**config.mk**
```make
export PLATFORM = sky130hd
export DESIGN_NAME = ps2_bus_controller
export DESIGN_NICKNAME = d
export VERILOG_FILES = /design/src/rtl/ps2_bus_controller.sv
export SDC_FILE = /design/constraint.sdc
export NUM_CORES = 1
export LEC_CHECK = 0
export CAP_MARGIN = 20
export CORE_ASPECT_RATIO = 1.2
export CORE_MARGIN = 10
export CORE_UTILIZATION = 57
export DETAILED_ROUTE_END_ITERATION = 12
export DONT_BUFFER_PORTS = 1
export GPL_TIMING_DRIVEN = 0
export PLACE_DENSITY_LB_ADDON = 0.05
export REMOVE_ABC_BUFFERS = 1
export SYNTH_ARGS = -nofsm -noshare
export SYNTH_HDL_FRONTEND = slang
export SYNTH_SLANG_ARGS = --single-unit
```
**constraint.sdc**
```tcl
create_clock -name CLOCK_50 -period 2.6 [get_ports CLOCK_50]
set_clock_uncertainty 0.15 [all_clocks]
set_input_delay 0.52 -clock CLOCK_50 [delete_from_list [all_inputs] [get_ports CLOCK_50]]
set_output_delay 0.52 -clock CLOCK_50 [all_outputs]
set_load 0.005 [all_outputs]
```
**src/rtl/ps2_bus_controller.sv**
```systemverilog
// PS/2 keyboard bus sequencer: receives device scan-code frames and sends host commands
// over the open-drain clock/data pair, with receive priority and per-phase timeouts.
module ps2_bus_controller #(
   parameter int unsigned INHIBIT_CYCLES = 5000,
   parameter int unsigned BIT_TIMEOUT    = 100000,
   parameter int unsigned REQ_TIMEOUT    = 1000000
) (
   input  logic       CLOCK_50,
   input  logic       RESET_N,
   input  logic       PS2_KBCLK,
   input  logic       PS2_KBDAT,
   output logic       PS2_KBCLK_OE,
   output logic       PS2_KBDAT_OE,
   input  logic       CMD_VALID,
   input  logic [7:0] CMD_DATA,
   output logic       CMD_READY,
   output logic       CMD_DONE,
   output logic       CMD_ACKED,
   output logic       RX_VALID,
   output logic [7:0] RX_DATA,
   output logic       RX_ERR,
   output logic       BUSY
);

   localparam int unsigned MAX_A = (REQ_TIMEOUT > BIT_TIMEOUT) ? REQ_TIMEOUT : BIT_TIMEOUT;
   localparam int unsigned MAX_T = (MAX_A > INHIBIT_CYCLES) ? MAX_A : INHIBIT_CYCLES;
   localparam int unsigned CNT_W = $clog2(MAX_T + 1);

   typedef enum logic [2:0] {
      S_IDLE,
      S_RX,
      S_INHIBIT,
      S_REQ,
      S_TX,
      S_TX_ACK
   } state_t;

   state_t           state_q, state_d;
   logic [1:0]       kbclk_sync_q, kbclk_sync_d;
   logic [1:0]       kbdat_sync_q, kbdat_sync_d;
   logic             kbclk_prev_q, kbclk_prev_d;
   logic [CNT_W-1:0] cnt_q, cnt_d;
   logic [3:0]       bit_cnt_q, bit_cnt_d;
   logic [9:0]       rx_shift_q, rx_shift_d;
   logic [8:0]       tx_bits_q, tx_bits_d;
   logic             clk_oe_q, clk_oe_d;
   logic             dat_oe_q, dat_oe_d;
   logic             rx_valid_q, rx_valid_d;
   logic             rx_err_q, rx_err_d;
   logic             cmd_done_q, cmd_done_d;
   logic             cmd_acked_q, cmd_acked_d;
   logic [7:0]       rx_data_q, rx_data_d;

   logic             fall;
   logic             dat_s;
   logic [10:0]      frame;
   logic             frame_ok;

   assign fall     = kbclk_prev_q & ~kbclk_sync_q[1];
   assign dat_s    = kbdat_sync_q[1];
   assign frame    = {dat_s, rx_shift_q};
   assign frame_ok = ~frame[0] & frame[10] & (^frame[9:1]);

   always_comb begin
      kbclk_sync_d = {kbclk_sync_q[0], PS2_KBCLK};
      kbdat_sync_d = {kbdat_sync_q[0], PS2_KBDAT};
      kbclk_prev_d = kbclk_sync_q[1];
      state_d      = state_q;
      bit_cnt_d    = bit_cnt_q;
      rx_shift_d   = rx_shift_q;
      tx_bits_d    = tx_bits_q;
      clk_oe_d     = clk_oe_q;
      dat_oe_d     = dat_oe_q;
      rx_valid_d   = 1'b0;
      rx_err_d     = 1'b0;
      cmd_done_d   = 1'b0;
      cmd_acked_d  = cmd_acked_q;
      rx_data_d    = rx_data_q;

      case (state_q)
         S_IDLE: begin
            clk_oe_d = 1'b0;
            dat_oe_d = 1'b0;
            if (fall) begin
               state_d    = S_RX;
               rx_shift_d = {dat_s, rx_shift_q[9:1]};
               bit_cnt_d  = 4'd1;
            end else if (CMD_VALID) begin
               state_d   = S_INHIBIT;
               tx_bits_d = {~^CMD_DATA, CMD_DATA};
               clk_oe_d  = 1'b1;
            end
         end
         S_RX: begin
            if (fall) begin
               if (bit_cnt_q == 4'd10) begin
                  state_d   = S_IDLE;
                  bit_cnt_d = 4'd0;
                  if (frame_ok) begin
                     rx_valid_d = 1'b1;
                     rx_data_d  = frame[8:1];
                  end else begin
                     rx_err_d = 1'b1;
                  end
               end else begin
                  rx_shift_d = {dat_s, rx_shift_q[9:1]};
                  bit_cnt_d  = bit_cnt_q + 4'd1;
               end
            end else if (cnt_q == CNT_W'(BIT_TIMEOUT - 1)) begin
               state_d   = S_IDLE;
               bit_cnt_d = 4'd0;
               rx_err_d  = 1'b1;
            end
         end
         S_INHIBIT: begin
            if (cnt_q == CNT_W'(INHIBIT_CYCLES - 1)) begin
               state_d  = S_REQ;
               clk_oe_d = 1'b0;
               dat_oe_d = 1'b1;
            end
         end
         S_REQ: begin
            // The device's first falling edge already asks for data bit 0.
            if (fall) begin
               state_d   = S_TX;
               dat_oe_d  = ~tx_bits_q[0];
               bit_cnt_d = 4'd1;
            end else if (cnt_q == CNT_W'(REQ_TIMEOUT - 1)) begin
               state_d    = S_IDLE;
               clk_oe_d   = 1'b0;
               dat_oe_d   = 1'b0;
               cmd_done_d = 1'b1;
               cmd_acked_d = 1'b0;
            end
         end
         S_TX: begin
            if (fall) begin
               if (bit_cnt_q == 4'd9) begin
                  state_d   = S_TX_ACK;
                  dat_oe_d  = 1'b0;
                  bit_cnt_d = 4'd0;
               end else begin
                  dat_oe_d  = ~tx_bits_q[bit_cnt_q];
                  bit_cnt_d = bit_cnt_q + 4'd1;
               end
            end else if (cnt_q == CNT_W'(BIT_TIMEOUT - 1)) begin
               state_d     = S_IDLE;
               bit_cnt_d   = 4'd0;
               clk_oe_d    = 1'b0;
               dat_oe_d    = 1'b0;
               cmd_done_d  = 1'b1;
               cmd_acked_d = 1'b0;
            end
         end
         S_TX_ACK: begin
            if (fall) begin
               state_d     = S_IDLE;
               cmd_done_d  = 1'b1;
               cmd_acked_d = ~dat_s;
            end else if (cnt_q == CNT_W'(BIT_TIMEOUT - 1)) begin
               state_d     = S_IDLE;
               clk_oe_d    = 1'b0;
               dat_oe_d    = 1'b0;
               cmd_done_d  = 1'b1;
               cmd_acked_d = 1'b0;
            end
         end
         default: begin
            state_d  = S_IDLE;
            clk_oe_d = 1'b0;
            dat_oe_d = 1'b0;
         end
      endcase

      // Our own clock pull-down during INHIBIT looks like a fall, so it must not restart that count.
      if ((state_d != state_q) || (state_q == S_IDLE) || (fall && (state_q != S_INHIBIT))) begin
         cnt_d = '0;
      end else begin
         cnt_d = cnt_q + 1'b1;
      end
   end

   always_ff @(posedge CLOCK_50 or negedge RESET_N) begin
      if (!RESET_N) begin
         state_q      <= S_IDLE;
         kbclk_sync_q <= 2'b11;
         kbdat_sync_q <= 2'b11;
         kbclk_prev_q <= 1'b1;
         cnt_q        <= '0;
         bit_cnt_q    <= 4'd0;
         rx_shift_q   <= 10'd0;
         tx_bits_q    <= 9'd0;
         clk_oe_q     <= 1'b0;
         dat_oe_q     <= 1'b0;
         rx_valid_q   <= 1'b0;
         rx_err_q     <= 1'b0;
         cmd_done_q   <= 1'b0;
         cmd_acked_q  <= 1'b0;
         rx_data_q    <= 8'h00;
      end else begin
         state_q      <= state_d;
         kbclk_sync_q <= kbclk_sync_d;
         kbdat_sync_q <= kbdat_sync_d;
         kbclk_prev_q <= kbclk_prev_d;
         cnt_q        <= cnt_d;
         bit_cnt_q    <= bit_cnt_d;
         rx_shift_q   <= rx_shift_d;
         tx_bits_q    <= tx_bits_d;
         clk_oe_q     <= clk_oe_d;
         dat_oe_q     <= dat_oe_d;
         rx_valid_q   <= rx_valid_d;
         rx_err_q     <= rx_err_d;
         cmd_done_q   <= cmd_done_d;
         cmd_acked_q  <= cmd_acked_d;
         rx_data_q    <= rx_data_d;
      end
   end

   assign PS2_KBCLK_OE = clk_oe_q;
   assign PS2_KBDAT_OE = dat_oe_q;
   assign CMD_READY    = (state_q == S_IDLE) & ~fall;
   assign CMD_DONE     = cmd_done_q;
   assign CMD_ACKED    = cmd_acked_q;
   assign RX_VALID     = rx_valid_q;
   assign RX_DATA      = rx_data_q;
   assign RX_ERR       = rx_err_q;
   assign BUSY         = (state_q != S_IDLE);

endmodule

```
======== After elaboration in Yosys (flattened, before gate mapping) ========
Index checks and enable logic that the tools add are counted.
cells by class
  reduce and logical (&&, ||, !) cells .... 19
  add/subtract/negate cells ............... 2
  bitwise logic cells ..................... 11
  muxes and demuxes ....................... 59
  magnitude comparators ................... 1
  equal/unequal tests ..................... 24
operators with widths
  kind                                                   number
  two-way mux 3 bit                                      11
  two-way mux 1 bit                                      30
  two-way mux 10 bit                                     3
  two-way mux 4 bit                                      6
  adder 20 x 1 -> 20 bit, second input constant          1
  equality test 20 x 13 -> 1 bit, second input constant  1
  equality test 20 x 17 -> 1 bit, second input constant  1
  equality test 20 bit, second input constant            1
  two-way mux 20 bit                                     1
  case mux 10 bit (2 select lines)                       1
  inequality test 2 bit, second input constant           9
  case mux 3 bit (6 select lines)                        1
  AND reduction 4 bit                                    4
  case mux 4 bit (3 select lines)                        1
  case mux 1 bit (5 select lines)                        2
  nonzero test 3 bit                                     3
  parity 9 bit                                           1
  equality test 4 bit, second input constant             2
  XNOR reduction 8 bit                                   1
  inverter 1 bit                                         7
  equality test 3 x 2 -> 1 bit, second input constant    2
  equality test 3 bit, second input constant             2
  case mux 1 bit (3 select lines)                        2
  AND reduction 6 bit                                    1
  16 further kinds                                       22
word-level totals
  register bits ........................... 65
  input port bits ......................... 13
  output and inout bits ................... 16

======== Logic depth before layout (Yosys ltp) ========
  depth after elaboration ................. 8
  mapped depth ............................ 8
  gate-level depth less buffers ........... 7

======== Least setup slack after synthesis ========
No wires, ideal clock.
  kind .................................... register -> register
  start point ............................. register cnt_q[11]
  end point ............................... register cnt_q[5]
  cell stages (with the launch flop) ...... 8
  required time ........................... 2.362 ns
  period minus slack after synthesis ...... 2.358 ns
  data arrival time ....................... 2.120 ns
  slack ................................... 0.242 ns
  cell sequence ........................... dfrtp_1 or4b_4 or4_1 o21ai_1 a32oi_1 mux2i_1 buf_4 nor3b_1
on the way
  longest elaborated chain between the ends .. 8
  elaborated cells between the ends (all ways) .. 15
  those cells by class .................... eq/ne: 4; mux: 9; reduce/logical: 2
RTL lines
  item                                                                    line  source
  start, declared                                                         42    logic [CNT_W-1:0] cnt_q, cnt_d;
  start signal, assigned                                                  205   cnt_q <= cnt_d;
  equality test 20 x 17 -> 1 bit or equality test 20 bit (tied branches)  n/a
  two-way mux 3 bit (on tied branches) (2 in a row)                       n/a
  case mux 3 bit (6 select lines) *                                       80    case (state_q)
  inequality test 3 bit *                                                 176   if ((state_d != state_q) || (state_q == S_IDLE) || (fall && (state_q != S_INHIBIT))) begin
  logical OR 1 bit * (2 in a row)                                         176
  two-way mux 20 bit *                                                    176
  via cnt_d[5]                                                            42
Mark *: on every way through the listed nets, which the timed path passes. The rest lies on a longest branch.
A chain may end at the register's enable or synchronous reset.

======== Final worst setup path ========
  start point ............................. register cnt_q[11]
  end point ............................... register cnt_q[15]
on the way
  longest elaborated chain between the ends .. 8
  elaborated cells between the ends (all ways) .. 16
  those cells by class .................... add/sub: 1; eq/ne: 4; mux: 9; reduce/logical: 2
RTL lines
  item                                                                    line
  equality test 20 x 17 -> 1 bit or equality test 20 bit (tied branches)  n/a
  two-way mux 3 bit (on tied branches) (2 in a row)                       n/a
  case mux 3 bit (6 select lines)                                         80
  inequality test 3 bit                                                   176
  logical OR 1 bit (2 in a row)                                           176
  two-way mux 20 bit *                                                    176
  via cnt_d[15]                                                           42
Marked as above.

==> impl_results.md <==
- Register area: between 1500 and 2000 um^2
- Largest delay contributor family on the critical path: simple AND/OR/NAND/NOR gates
- Vias: between 2000 and 2500
- Initial Utilization: just under 60%
- Max Root-Sink Buffers: 2
- CTS tree: built
- First-pass GRT wire length: roughly 12 mm
- CP max stage cell: or4b_4
- Crit path launch: cnt_q[11]
- Fin. Hold Viols: 0
- DPL Wire Length: ~4.8 mm
- Die W: 91.04 um
- Maximum VDD drop: 376.8 uV
- Congestion Overflow GR: 0
- Final design instance area without fill: just under 4000 um^2
- RePlAce Congestion: about 0.84
- Status: finished clean
- Clock sinks: between 60 and 70
- Number of synthesized flops with an enable pin: 0
- Cell Chain, Critical Path: or4b_4, or4_4, o21ai_2, a32oi_2, mux2i_4, buf_12, nor3_1
- RSZ-0062 raised after global routing: yes
- Routed len/inst: 17.25 um
- Hold Path Cell Cnt: 2
- # rows: 31
- Final nets: ~350
- Pleak: approximately 1.7 nW
- Synth area leader: dfrtp_1
- Share of the synthesized area in the top cell type: between 40% and 50%
- Worst-path clk slew: about 0.08 ns
- CP Data Required Time: 2.71 ns
- Vias per inst: about 5.9
- Reg2reg end: cnt_q[15]
- Die area: between 9000 and 10000 um^2
- GRT Util Overall: between 10% and 20%
- # DRC: 0
- Setup Crit Path Kind: reg2reg
- Tcrit/Tclk final: 98.86%
- CTS HTree Levels: 3
- DR iter-0 viols: about 190
- Min Tclk post-route: between 2 and 3 ns
- Met3 Usage GRT: 4.400%
- Placed Area: approximately 3500 um^2
- # fillers: roughly 520
- Post-placement setup slack: -0.6310 ns
- Total power divided by cell area: approximately 520 nW/um^2
- Area Overhead vs Synth: 12.72%
- Sequential area share after synthesis: a little under half
- R2R cell count: 7
- Root Buffer: clkbuf_8
- Worst slew margin: between 40% and 50%
- Total power: 2.030 mW
- Synth warn: 0
- Met1 GRT Util: between 15 and 20%
- CP peak stage delay: between 0.5 and 0.6 ns
- Area occupied by multi-input gates: between 1500 and 2000 um^2
- Final WL: 7.228 mm
- PortBufs: 0
- Startpoint types: register
- Ys async rst share: 100.0%
- Worst-Skew Late Latency: ~0.35 ns
- Internal reg-to-reg setup slack: between 0.02 and 0.03 ns
- Pre-Repair DR Iteration Count: 4
- Max-slew violation count: 0
- Antenna diodes: 0
- Area contributors post-synth: dfrtp_1 43%, mux2_2 8.8%, xnor2_1 4.8%
- Mapped cell area: 3452 um^2
- Layer with the highest usage: met2
- Core area: between 5000 and 6000 um^2
- DRT antenna net count: 0
- Primary FF master, synth: dfrtp_1
- Ports: 29
- Arrival time worst endpoint: between 2 and 3 ns
- Least-Margin Pin Slew: 0.7775 ns
- R2R Path Start: cnt_q[11]
- Max Cap Violations: 0
- # setup viols final: 0
- Yosys reg bits: 65
- Total CTS buffers: 9
- Fmax: roughly 0.39 GHz
- Crit path to: cnt_q[15]
- Largest net degree at the start of global routing: between 60 and 70
- Final setup margin: 0.02964 ns
- Die Ht: between 100 and 150 um
- Buf+Inv Stages, Crit Path: 1
- Avg Synthesized Cell Area: 10.52 um^2
- Stages on worst setup path: 7
- Maximum fanout along the worst path: 11
- Initial antenna violation count: 0
- Layout cell share with drive strength beyond 1: around 23%
- Vias in the first global route: ~2500
- Post-Synthesis Cells: about 330
- Count of different cell masters after synthesis: 57
- Grt met2 use: 25.67%
- Hold crit path type: in2reg
- Worst Setup End Kind: register
==> worst min-delay path by stage <==
stage                     slack (ns)       from      endpoint
final                           0.14  CMD_VALID    state_q[1]
after detailed placement        0.08    RESET_N  bit_cnt_q[1]
after floorplan                 0.07    RESET_N     CMD_ACKED
after global routing            0.14  CMD_VALID    state_q[1]
after CTS                       0.13  CMD_VALID    state_q[1]
after global placement          0.08    RESET_N  bit_cnt_q[1]
==> cell usage after synthesis (all sizes together) (4+ instances only) <==
cell type,count
mux2,27
nor3,17
and3,5
nand2b,9
o21ai,14
dfrtp,60
nor4,4
clkbuf,13
nand3,10
xor2,12
nand2,28
nand4,7
nor2,24
xnor2,19
dfstp,5
buf,5
nor2b,7
a21oi,4
inv,4
==> through the flow <==
step	util [%]	hold WS [ns]	setup TNS (ns)	instances
global route	65.14	0.1373	-0.1283	419
CTS	64.03	0.1271	0	415
floorplan	-	0.07441	0	310
detailed placement	58.25	0.07668	-8.046	392
finish	65.14	0.1403	0	419
global placement	58.25	0.07668	-7.622	392
==> registers in the layout, indices dropped and copies added, names as in the netlist, 2 cells and up <==
| register | count |
|---|---|
| kbdat_sync_q | 2 |
| RX_DATA | 8 |
| rx_shift_q | 10 |
| state_q | 3 |
| tx_bits_q | 9 |
| bit_cnt_q | 4 |
| kbclk_sync_q | 2 |
| cnt_q | 20 |
==> cell type report <==
| class | count | area share (%) |
|---|---|---|
| Inverter | 4 | 0.3859 |
| Clock buffer | 10 | 3.280 |
| Tap cell | 82 | 2.637 |
| Multi-Input combinational cell | 241 | 46.17 |
| Timing Repair Buffer | 11 | 3.151 |
| Sequential cell | 65 | 42.06 |
| Clock inverter | 6 | 2.315 |
==> cells by family (layout without fill, tap and decap cells) <==
family / after synthesis / after routing / share of synthesized area [%]
mux: 31 / 31 / 10.69
compound gates: 47 / 47 / 10.00
flops: 65 / 65 / 47.30
simple gates: 130 / 130 / 20.51
xor+xnor: 32 / 32 / 8.518
fa+ha+maj: 1 / 1 / 0.3624
buf+inv: 22 / 31 / 2.609
==> metal layers <==
layer	share of wire, %	vias to the layer above
met4	1.9	0
met2	51	45
met1	42	1210
met3	4.2	12
met5	0	-
li1	-	1191
==> report_power, final <==
part           switching (mW)  internal, mW
registers             0.00221          1.02
clock network           0.406         0.543
logic                  0.0378        0.0235
total                   0.446          1.58
==> what timing repair did <==
item	CTS	global route
hold endpoints to repair	67	0
resized for setup	10	8
endpoints found under the setup margin	28	28
pin swaps	0	2
setup buffers	3	4
hold buffers	4	0
==> cell usage in the layout, fill, tap and decap left out, types with 3 or more instances in the layout <==
cell	count
a21oi_1	4
a31oi_1	3
and2_1	3
and3_1	5
buf_4	6
clkbuf_8	9
dfrtp_1	57
dfrtp_2	3
dfstp_2	5
dlygate4sd3_1	3
inv_1	4
mux2_2	27
nand2_1	28
nand2b_1	9
nand3_1	10
nand3b_1	3
nand4_1	7
nor2_1	23
nor2b_1	5
nor3_1	14
nor3_2	3
nor4_1	4
o21ai_0	12
o31ai_1	3
xnor2_1	19
xor2_1	12
No activity file was read; power rests on OpenSTA's default activity.
